--- src/rtl/strided_input_write_addr_gen_pkg.sv ---
// Shared definitions for the strided input-bank write address generator:
// FSM states and the order in which configuration words are taken.
package strided_input_write_addr_gen_pkg;

   typedef enum logic [1:0] {
      UNCFG   = 2'd0,
      LOADING = 2'd1,
      READY   = 2'd2
   } state_t;

   // Index of a configuration word within the load sequence.
   typedef logic [1:0] cfg_idx_t;

   localparam cfg_idx_t CFG_IX0   = 2'd0;
   localparam cfg_idx_t CFG_IY0   = 2'd1;
   localparam cfg_idx_t CFG_IC1   = 2'd2;
   localparam cfg_idx_t CFG_PITCH = 2'd3;

   localparam int CFG_WORDS = 4;

endpackage

--- src/rtl/strided_input_write_addr_gen_wrap_counter.sv ---
// Wrapping counter 0 .. limit-1. Chained stages ripple their enables so the
// next stage only advances when this one wraps.
module wrap_counter #(
   parameter int COUNT_WIDTH = 16
) (
   input  logic                   clk,
   input  logic                   rst_n,
   input  logic                   clr,
   input  logic                   en,
   input  logic [COUNT_WIDTH-1:0] limit,
   output logic [COUNT_WIDTH-1:0] count,
   output logic                   at_last
);

   // Stored limits are never 0 once configured, so limit-1 is the final count.
   assign at_last = (count == (limit - COUNT_WIDTH'(1)));

   // Count register: clear wins over enable, wrap to 0 after the last value.
   // NOTE: state registers use non-blocking assignments so every flop samples
   // pre-edge values regardless of block evaluation order.
   always_ff @(posedge clk) begin
      if (!rst_n) begin
         count <= '0;
      end else if (clr) begin
         count <= '0;
      end else if (en) begin
         count <= at_last ? '0 : count + COUNT_WIDTH'(1);
      end
   end

endmodule

--- src/rtl/strided_input_write_addr_gen.sv ---
// Input-bank write address generator: walks IX0 x IY0 x IC1 positions with a
// configurable row pitch and toggles the double-buffer bank at each block end.
module strided_input_write_addr_gen
   import strided_input_write_addr_gen_pkg::*;
#(
   parameter int CONFIG_WIDTH    = 32,
   parameter int BANK_ADDR_WIDTH = 32,
   parameter int COUNT_WIDTH     = 16,
   parameter int NUM_BANKS       = 2
) (
   input  logic                         clk,
   input  logic                         rst_n,
   input  logic                         config_enable,
   input  logic [CONFIG_WIDTH-1:0]      config_data,
   input  logic                         addr_enable,
   output logic [BANK_ADDR_WIDTH-1:0]   addr,
   output logic [$clog2(NUM_BANKS)-1:0] bank_sel,
   output logic                         config_valid,
   output logic                         writing_last_data,
   output logic                         block_done
);

   localparam int BANK_SEL_WIDTH = $clog2(NUM_BANKS);
   localparam logic [BANK_SEL_WIDTH-1:0] LAST_BANK = BANK_SEL_WIDTH'(NUM_BANKS - 1);

   state_t                     state;
   cfg_idx_t                   word_idx;
   cfg_idx_t                   cfg_idx;
   logic [COUNT_WIDTH-1:0]     ix0_limit;
   logic [COUNT_WIDTH-1:0]     iy0_limit;
   logic [COUNT_WIDTH-1:0]     ic1_limit;
   logic [BANK_ADDR_WIDTH-1:0] row_pitch;
   logic [BANK_ADDR_WIDTH-1:0] row_base;
   logic [COUNT_WIDTH-1:0]     cfg_count;
   logic [COUNT_WIDTH-1:0]     cfg_limit;
   logic [BANK_ADDR_WIDTH-1:0] cfg_pitch;

   logic [COUNT_WIDTH-1:0] ix0;
   logic [COUNT_WIDTH-1:0] iy0;
   logic [COUNT_WIDTH-1:0] ic1;
   logic                   ix0_last;
   logic                   iy0_last;
   logic                   ic1_last;
   logic                   step;
   logic                   iy0_en;
   logic                   ic1_en;
   logic                   block_last;
   logic                   unused_counts;

   // A word arriving outside LOADING always restarts the sequence at IX0.
   assign cfg_idx   = (state == LOADING) ? word_idx : CFG_IX0;
   assign cfg_count = COUNT_WIDTH'(config_data);
   assign cfg_limit = (cfg_count == '0) ? COUNT_WIDTH'(1) : cfg_count;
   assign cfg_pitch = BANK_ADDR_WIDTH'(config_data);

   // Configuration takes priority over a simultaneous step request.
   assign step       = addr_enable && (state == READY) && !config_enable;
   assign iy0_en     = step && ix0_last;
   assign ic1_en     = iy0_en && iy0_last;
   assign block_last = ix0_last && iy0_last && ic1_last;

   wrap_counter #(.COUNT_WIDTH(COUNT_WIDTH)) u_ix0 (
      .clk     (clk),
      .rst_n   (rst_n),
      .clr     (config_enable),
      .en      (step),
      .limit   (ix0_limit),
      .count   (ix0),
      .at_last (ix0_last)
   );

   wrap_counter #(.COUNT_WIDTH(COUNT_WIDTH)) u_iy0 (
      .clk     (clk),
      .rst_n   (rst_n),
      .clr     (config_enable),
      .en      (iy0_en),
      .limit   (iy0_limit),
      .count   (iy0),
      .at_last (iy0_last)
   );

   wrap_counter #(.COUNT_WIDTH(COUNT_WIDTH)) u_ic1 (
      .clk     (clk),
      .rst_n   (rst_n),
      .clr     (config_enable),
      .en      (ic1_en),
      .limit   (ic1_limit),
      .count   (ic1),
      .at_last (ic1_last)
   );

   // Row and plane indices only matter through their wrap flags; row_base
   // already carries the row offset into the address.
   assign unused_counts = ^{iy0, ic1};

   assign addr              = row_base + BANK_ADDR_WIDTH'(ix0);
   assign writing_last_data = addr_enable && config_valid && block_last;

   // Configuration FSM: stores words in order and flags a complete set.
   // NOTE: the four config words are a handful of flops, not a RAM, so they
   // are reset to keep the post-reset state fully defined.
   always_ff @(posedge clk) begin
      if (!rst_n) begin
         state        <= UNCFG;
         word_idx     <= CFG_IX0;
         ix0_limit    <= '0;
         iy0_limit    <= '0;
         ic1_limit    <= '0;
         row_pitch    <= '0;
         config_valid <= 1'b0;
      end else if (config_enable) begin
         case (cfg_idx)
            CFG_IX0: ix0_limit <= cfg_limit;
            CFG_IY0: iy0_limit <= cfg_limit;
            CFG_IC1: ic1_limit <= cfg_limit;
            default: row_pitch <= cfg_pitch;
         endcase
         config_valid <= (cfg_idx == CFG_PITCH);
         if (cfg_idx == CFG_PITCH) begin
            state    <= READY;
            word_idx <= CFG_IX0;
         end else begin
            state    <= LOADING;
            word_idx <= cfg_idx + 2'd1;
         end
      end
   end

   // Row base accumulation, bank rotation and the end-of-block pulse.
   always_ff @(posedge clk) begin
      if (!rst_n) begin
         row_base   <= '0;
         bank_sel   <= '0;
         block_done <= 1'b0;
      end else begin
         block_done <= step && block_last;
         if (config_enable) begin
            row_base <= '0;
         end else if (step) begin
            if (block_last) begin
               row_base <= '0;
               bank_sel <= (bank_sel == LAST_BANK) ? '0 : bank_sel + BANK_SEL_WIDTH'(1);
            end else if (ix0_last) begin
               row_base <= row_base + row_pitch;
            end
         end
      end
   end

endmodule
--- config.mk ---
export PLATFORM = sky130hd
export DESIGN_NAME = strided_input_write_addr_gen
export DESIGN_NICKNAME = d
export VERILOG_FILES = /design/src/rtl/strided_input_write_addr_gen_pkg.sv /design/src/rtl/strided_input_write_addr_gen_wrap_counter.sv /design/src/rtl/strided_input_write_addr_gen.sv
export SDC_FILE = /design/constraint.sdc
export NUM_CORES = 1
export LEC_CHECK = 0
export CAP_MARGIN = 30
export CORE_UTILIZATION = 47
export CTS_CLUSTER_DIAMETER = 100
export DETAILED_ROUTE_END_ITERATION = 7
export DONT_BUFFER_PORTS = 1
export SLEW_MARGIN = 20
export SYNTH_ARGS = -nofsm -noshare
export SYNTH_HDL_FRONTEND = slang
export SYNTH_SLANG_ARGS = --single-unit
--- constraint.sdc ---
create_clock -name clk -period 2.9 [get_ports clk]
set_input_delay 0.435 -clock clk [delete_from_list [all_inputs] [get_ports clk]]
set_output_delay 0.435 -clock clk [all_outputs]
set_load 0.005 [all_outputs]
==> reports/qor.yml, run 1 <==
clock_tree:
  numCtsBuffers: 17
  clkTransAtPathRegs_ns: 0.06
  root_buffer: "clkbuf_16"
  ctsHtreeMaxLevel: 4
  cts_max_path_buffers: 2
  clock-sinks: 166
  cts_tree: "yes"
  clk_latency_ns: 0.43
  hold_buffers: 0
critical_path:
  crit_fanout: 8
  crit_chain: "ha_4 -> inv_2 -> fa_2 -> nor2b_2 -> o21ai_2 -> a21oi_2 -> o21ai_2 -> a211oi_2 -> o21ai_2 -> a21oi_2 -> buf_6 -> nand4_1 -> xnor2_2"
  cpPeakStageDelay_ns: 0.35
  endpoint_kind: "output pin"
  crit_top_cell: "o21ai_2"
  worstSetupStartpointType: "flop"
  arrival_ns: 2.84
  cp_slowest_cell: "dfxtp_2"
  required_ns: 2.47
  crit_type: "reg -> out"
final_layout:
  nFillCells: 1934
  drive_gt1_share_pct: 22.9
  antenna_cells: 0
  fin_nets: 1595
  areaGrowthSynthToFinish_pct: 27.4
drt:
  routed_wl_um: 30800
  dr.pass1.iters: 7
  vias_per_cell: 5.65
  route.detailed.drc: 3
  vias: 10132
  avgRoutedWirePerCell_um: 17.2
  ant_nets: 0
  drt_iter0_drc: 644
global_routing:
  met2_usage_pct: 41.6
  grt_use_met1_pct: 36.5
  grt-busiest-layer: "met2"
  grt_max_degree: 87
  antenna_found_initial: 0
  grt.total_usage_pct: 26.1
  grt_pass1_vias: 9320
  grt_pass1_wl_um: 48900
  grt_overflow: 0
  grt_util_met3_pct: 3.78
synth:
  ys_types: 71
  yosys_most_used_dff: "dfxtp_1"
  avgSynthCellArea_um2: 7.65
  synth-edff-count: 0
  synth_most_common_cell: "nand2_1"
  syn_nets: 1485
  synth_largest_area_cell: "dfxtp_1"
  synthCells: 1389
  ys_ff_latch: 166
  synth_commonest_cells: "245 x nand2_1, 166 x dfxtp_1, 134 x a21oi_1"
  synthArstFlopShare_pct: 0
  synth_area_leaders: "dfxtp_1 31%, nand2_1 8.7%, ha_1 6.8%, xnor2_1 6.3%, a21oi_1 6.3%"
  synth_top_area_share_pct: 31.3
  syn-cell-area_um2: 10600
  yosysSeqAreaShare_pct: 31.3
  yosysWarnings: 0
job:
  cap_violations: 0
power:
  p_leak_nw: 5.27
  ir_drop_mv: 0.328
  power_mw: 5.07
  power_density_nw_per_um2: 375
sta:
  relSlewSlack_pct: 36.0
  fin_crit_sh_pct: 113
  tightest_slew_ns: 0.948
  rsz0062_at_grt: "true"
  fin_ws_ns: -0.379
  finalSetupTns_ns: -8.20
  hold_violations: 0
  max_freq_mhz: 305
  fin_skew_ns: 0.0108
  fin_hold_ws_ns: 0.102
  finalCriticalPeriod_ns: 3.28
  finalSetupViolations: 52
  drv_slew: 0
placement:
  globalplace.congestion: 0.879
  dp_hpwl_um: 21900
  pre_cts_ws_ns: -0.219
  port-buffer-count: 0
floorplanning:
  start_util_pct: 48.2
  die-width_um: 152
  io_pins: 72
  die-area_um2: 23200
  die_height_um: 152
  rows: 54
  placeableCoreArea_um2: 22000
status:
  violations: "DRC, setup timing"
  status: "finished with violations"
worst_hold_path:
  hp-class: "in -> reg"
[what timing repair did]
| action | in CTS | in global routing |
|---|---|---|
| pin swaps | 40 | 77 |
| buffers inserted | 21 | 10 |
| cloned | 1 | 3 |
| resized for setup | 91 | 120 |
| endpoints found under the setup margin | 81 | 90 |
[critical path: cells and delay by family, from the launching register on]
family | cells | cell delay, ns
AOI/OAI and AO/OA | 6 | 0.85
buffers and inverters | 2 | 0.21
adders and majority gates | 2 | 0.47
DFF | 1 | 0.35
xor gates and xnor gates | 1 | 0.22
and+or+nand+nor | 2 | 0.30
[report_power, final]
group / switching [mW] / internal (mW) / total [mW] / leakage, nW
Combinational: 0.261 / 0.219 / 0.481 / 3.65
Sequential: 0.0246 / 2.30 / 2.33 / 1.35
Clock: 0.945 / 1.32 / 2.27 / 0.277
[final timing paths]
| kind | start | end | slack, ns | cells after the start |
|---|---|---|---|---|
| max reg2reg | ix0_limit[10] | row_base[7] | -0.16 | 12 |
| min reg2reg | row_pitch[3] | row_pitch[3] | 0.46 | 2 |
| max | u_ix0.count[0] | addr[30] | -0.38 | 13 |
| min | config_enable | word_idx[0] | 0.10 | 1 |
[area by class of cell]
cell class	count	area, um2	area share (%)
multi-input combinational	1120	7820	57.7
inverter	37	139	1.03
clock buffer	22	464	3.43
sequential	166	3340	24.7
timing repair buffer	157	1300	9.62
tap	280	350	2.59
clock inverter	10	123	0.906
[layout by cell type (no fill, tap or decap), types with 8 or more instances in the layout]
cell / Yosys / final
a211oi_1: 16 / 13
a21o_1: 21 / 21
a21oi_1: 134 / 121
a21oi_2: 0 / 12
a31oi_1: 9 / 8
and2_1: 12 / 11
and3_1: 20 / 19
and4_1: 11 / 11
buf_4: 1 / 132
buf_6: 0 / 21
clkbuf_16: 0 / 17
dfxtp_1: 166 / 151
dfxtp_2: 0 / 14
ha_1: 58 / 48
ha_4: 0 / 9
inv_1: 36 / 32
nand2_1: 245 / 240
nand2b_1: 11 / 9
nand3_1: 30 / 23
nand4_1: 34 / 34
nor2_1: 112 / 100
nor2_4: 0 / 9
nor3_1: 37 / 27
nor4_1: 16 / 9
nor4_4: 3 / 8
o21ai_0: 65 / 52
o21ai_1: 3 / 8
o21ai_2: 0 / 8
o21bai_1: 8 / 8
or3_1: 17 / 12
xnor2_1: 77 / 68
xnor2_2: 0 / 9
xor2_1: 74 / 65
xor2_2: 0 / 9
[sequential cells by signal, indices dropped and copies added (netlist names)]
register / count
row_base: 32
row_pitch: 32
ic1_limit: 16
ix0_limit: 16
iy0_limit: 16
u_ic1.count: 16
u_ix0.count: 16
u_iy0.count: 16
word_idx: 2
bank_sel: 1
block_done: 1
config_valid: 1
state: 1
[logic make-up after synthesis]
group                    after synthesis  share of synthesized area (%)
adder cells (fa/ha/maj)               60                           7.21
AO/OA/AOI/OAI                        313                           17.8
flip-flops                           166                           31.3
multiplexers                           6                          0.565
buffers and inverters                103                           3.76
XOR/XNOR                             151                           12.4
AND/OR/NAND/NOR                      590                           26.9
[per-stage QoR]
| step | utilization, % | instance area (um2) | instances |
|---|---|---|---|
| global placement | 53.4 | 11800 | 1730 |
| detailed placement | 53.4 | 11800 | 1730 |
| floorplan | - | 10700 | 1389 |
| finish | 61.5 | 13500 | 1792 |
| global route | 61.5 | 13500 | 1792 |
| CTS | 58.5 | 12900 | 1784 |
[routing by layer]
metal	wire length, um	share of wire (%)	up-vias
met4	679	2.2	0
met2	14200	46	213
met5	0	0	-
li1	-	-	5106
met3	1180	3.8	41
met1	14700	48	4772
Power figures use the tool's default switching activity.
==> inputs of run 2 (changes only) <==
- CORE_MARGIN: default -> 10
==> run 2 against run 1 <==
Via count fell by 0.21%. First-iteration DRC count rose by 11%. Critical endpoint is now writing_last_data. Largest power group is now the clock network. Critical path depth fell by 2. Sequential cell count did not move. The flow finishes with violations (setup timing). Setup slack got worse by 0.030 ns. Utilization rose by 0.51 points. Highest routed layer unchanged. Sequential share of layout area fell by 0.24 points.
==> reports/qor.yml, run 2 (synthesis gave the netlist of run 1 again) <==
status:
  status: "finished with violations"
  violations: "setup timing"
placement:
  placed_cells: 1732  # +0.12%
  dp_hpwl_um: 22300  # +2.1%
  globalplace.congestion: 0.886  # +0.81%
  pre_cts_ws_ns: -0.266  # -0.0471 ns
  port-buffer-count: 0  # unchanged
critical_path:
  crit_type: "reg -> out"
  arrival_ns: 2.87  # +0.03 ns
  endpoint_kind: "output pin"
  required_ns: 2.47  # about the same
  crit_fanout: 4  # -4
  worstSetupStartpointType: "flop"
  worstReg2RegStart: "ic1_limit[1]"
  r2r_setup_slack_ns: -0.23  # -0.07 ns
  crit_start: "ic1_limit[1]"
drt:
  avgRoutedWirePerCell_um: 17.4  # +1.3%
  drt_iter0_drc: 717  # +11%
  vias_per_cell: 5.63  # -0.43%
  routed_wl_um: 31300  # +1.5%
  vias: 10111  # -0.21%
  ant_nets: 0  # unchanged
  dr.pass1.iters: 5  # -2
  route.detailed.drc: 0  # -3
final_layout:
  drive_gt1_share_pct: 23.7  # +0.86 points
  fin_nets: 1599  # +0.25%
  mostFrequentLayoutCell: "nand2_1"
  stdcell_count: 1796  # +0.22%
  most-common-layout-cells: "242 x nand2_1, 153 x dfxtp_1, 132 x buf_4"
  reg_top3: "row_base x32, row_pitch x32"
  nFillCells: 1967  # +1.7%
  antenna_cells: 0  # unchanged
  areaGrowthSynthToFinish_pct: 28.4
global_routing:
  grt_overflow: 0  # unchanged
  antenna_found_initial: 0  # unchanged
  grt.total_usage_pct: 20.8  # -5.4 points
  grt_pass1_wl_um: 48900  # about the same
  grt_max_degree: 87  # unchanged
  grt_pass1_vias: 9325  # +0.054%
clock_tree:
  clk_latency_ns: 0.44  # about the same
  ctsHtreeMaxLevel: 4  # unchanged
  cts_max_path_buffers: 2  # unchanged
  numCtsBuffers: 17  # unchanged
  root_buffer: "clkbuf_16"
  clkTransAtPathRegs_ns: 0.07  # about the same
  cts_tree: "yes"
  clock-sinks: 166  # unchanged
sta:
  max_freq_mhz: 302  # -0.90%
  rsz0062_at_grt: "true"
  fin_crit_sh_pct: 114  # +1.0 points
  finalSetupViolations: 83  # +60%
  fin_skew_ns: 0.0114  # +0.000585 ns
  relSlewSlack_pct: 38.0  # +2.1 points
  hold_violations: 0  # unchanged
  drv_slew: 0  # unchanged
  tightest_slew_ns: 0.929  # -0.0185 ns
  fin_hold_ws_ns: 0.0942  # -0.00756 ns
  finalCriticalPeriod_ns: 3.31  # +0.0298 ns
  fin_ws_ns: -0.409  # -0.0298 ns
floorplanning:
  die-area_um2: 29000  # +25%
  die_height_um: 170  # +12%
  io_pins: 72  # unchanged
  rows: 54  # unchanged
  start_util_pct: 48.2  # unchanged
  die-width_um: 170  # +12%
  placeableCoreArea_um2: 22000  # unchanged
power:
  ir_drop_mv: 0.269  # -18%
  power_density_nw_per_um2: 384  # +2.5%
  p_leak_nw: 5.38  # +2.1%
job:
  cap_violations: 0  # unchanged
worst_hold_path:
  hp-class: "in -> reg"
  hp-start: "config_enable"
-- run 2: per-stage QoR --
stage | area [um2] | setup TNS, ns | utilization [%] | total power [mW]
after floorplan | 10700 | -0.0984 | - | 2.65
after global placement | 11800 | -2.92 | 53.6 | 2.78
after detailed placement | 11800 | -4.17 | 53.6 | 2.79
after CTS | 13200 | -10.41 | 59.8 | 5.24
after global routing | 13600 | -26.69 | 62.0 | 5.41
final | 13600 | -14.15 | 62.0 | 5.24
-- run 2: power by group --
| group | internal [mW] | leakage [nW] | switching [mW] |
|---|---|---|---|
| sequential | 2.30 | 1.35 | 0.0236 |
| combinational | 0.214 | 3.73 | 0.255 |
| clock | 1.47 | 0.300 | 0.980 |
| total | 3.98 | 5.38 | 1.26 |
-- run 2: routing by layer --
metal,up-vias,track usage [%],wire (um)
met5,-,0,0
met4,0,5.30,497
met3,25,3.47,1330
met2,188,33.4,14600
met1,4782,28.3,14800
li1,5116,-,-
-- run 2: timing repair --
action	CTS	global route
setup buffers	18	11
hold buffers	0	0
resized for setup	150	87
setup endpoints to repair	84	97
gates cloned	4	1
pin swaps	82	53
-- run 2: critical path: stages (launching register included) --
cell and delay, ns:
dfxtp_2 0.32, inv_2 0.06, ha_4 0.12, or4b_4 0.52, xnor2_2 0.15, or4_4 0.42, and2_4 0.16, a211oi_2 0.24
buf_4 0.16, nand2_2 0.04, nor3_2 0.10, buf_4 0.14
-- run 2: cell type report --
type	count	area [um2]	area share, %
Timing Repair Buffer	161	1450	10.6
Sequential cell	166	3340	24.5
Clock buffer	20	447	3.27
Tap cell	280	350	2.57
Inverter	37	139	1.02
Clock inverter	12	176	1.29
Multi-Input combinational cell	1120	7750	56.8
-- run 2: final timing paths --
kind / cells after the start / endpoint
setup / recovery: 11 / writing_last_data
hold / removal: 1 / word_idx[0]
setup reg to reg: 15 / row_base[4]
hold reg to reg: 2 / row_pitch[6]
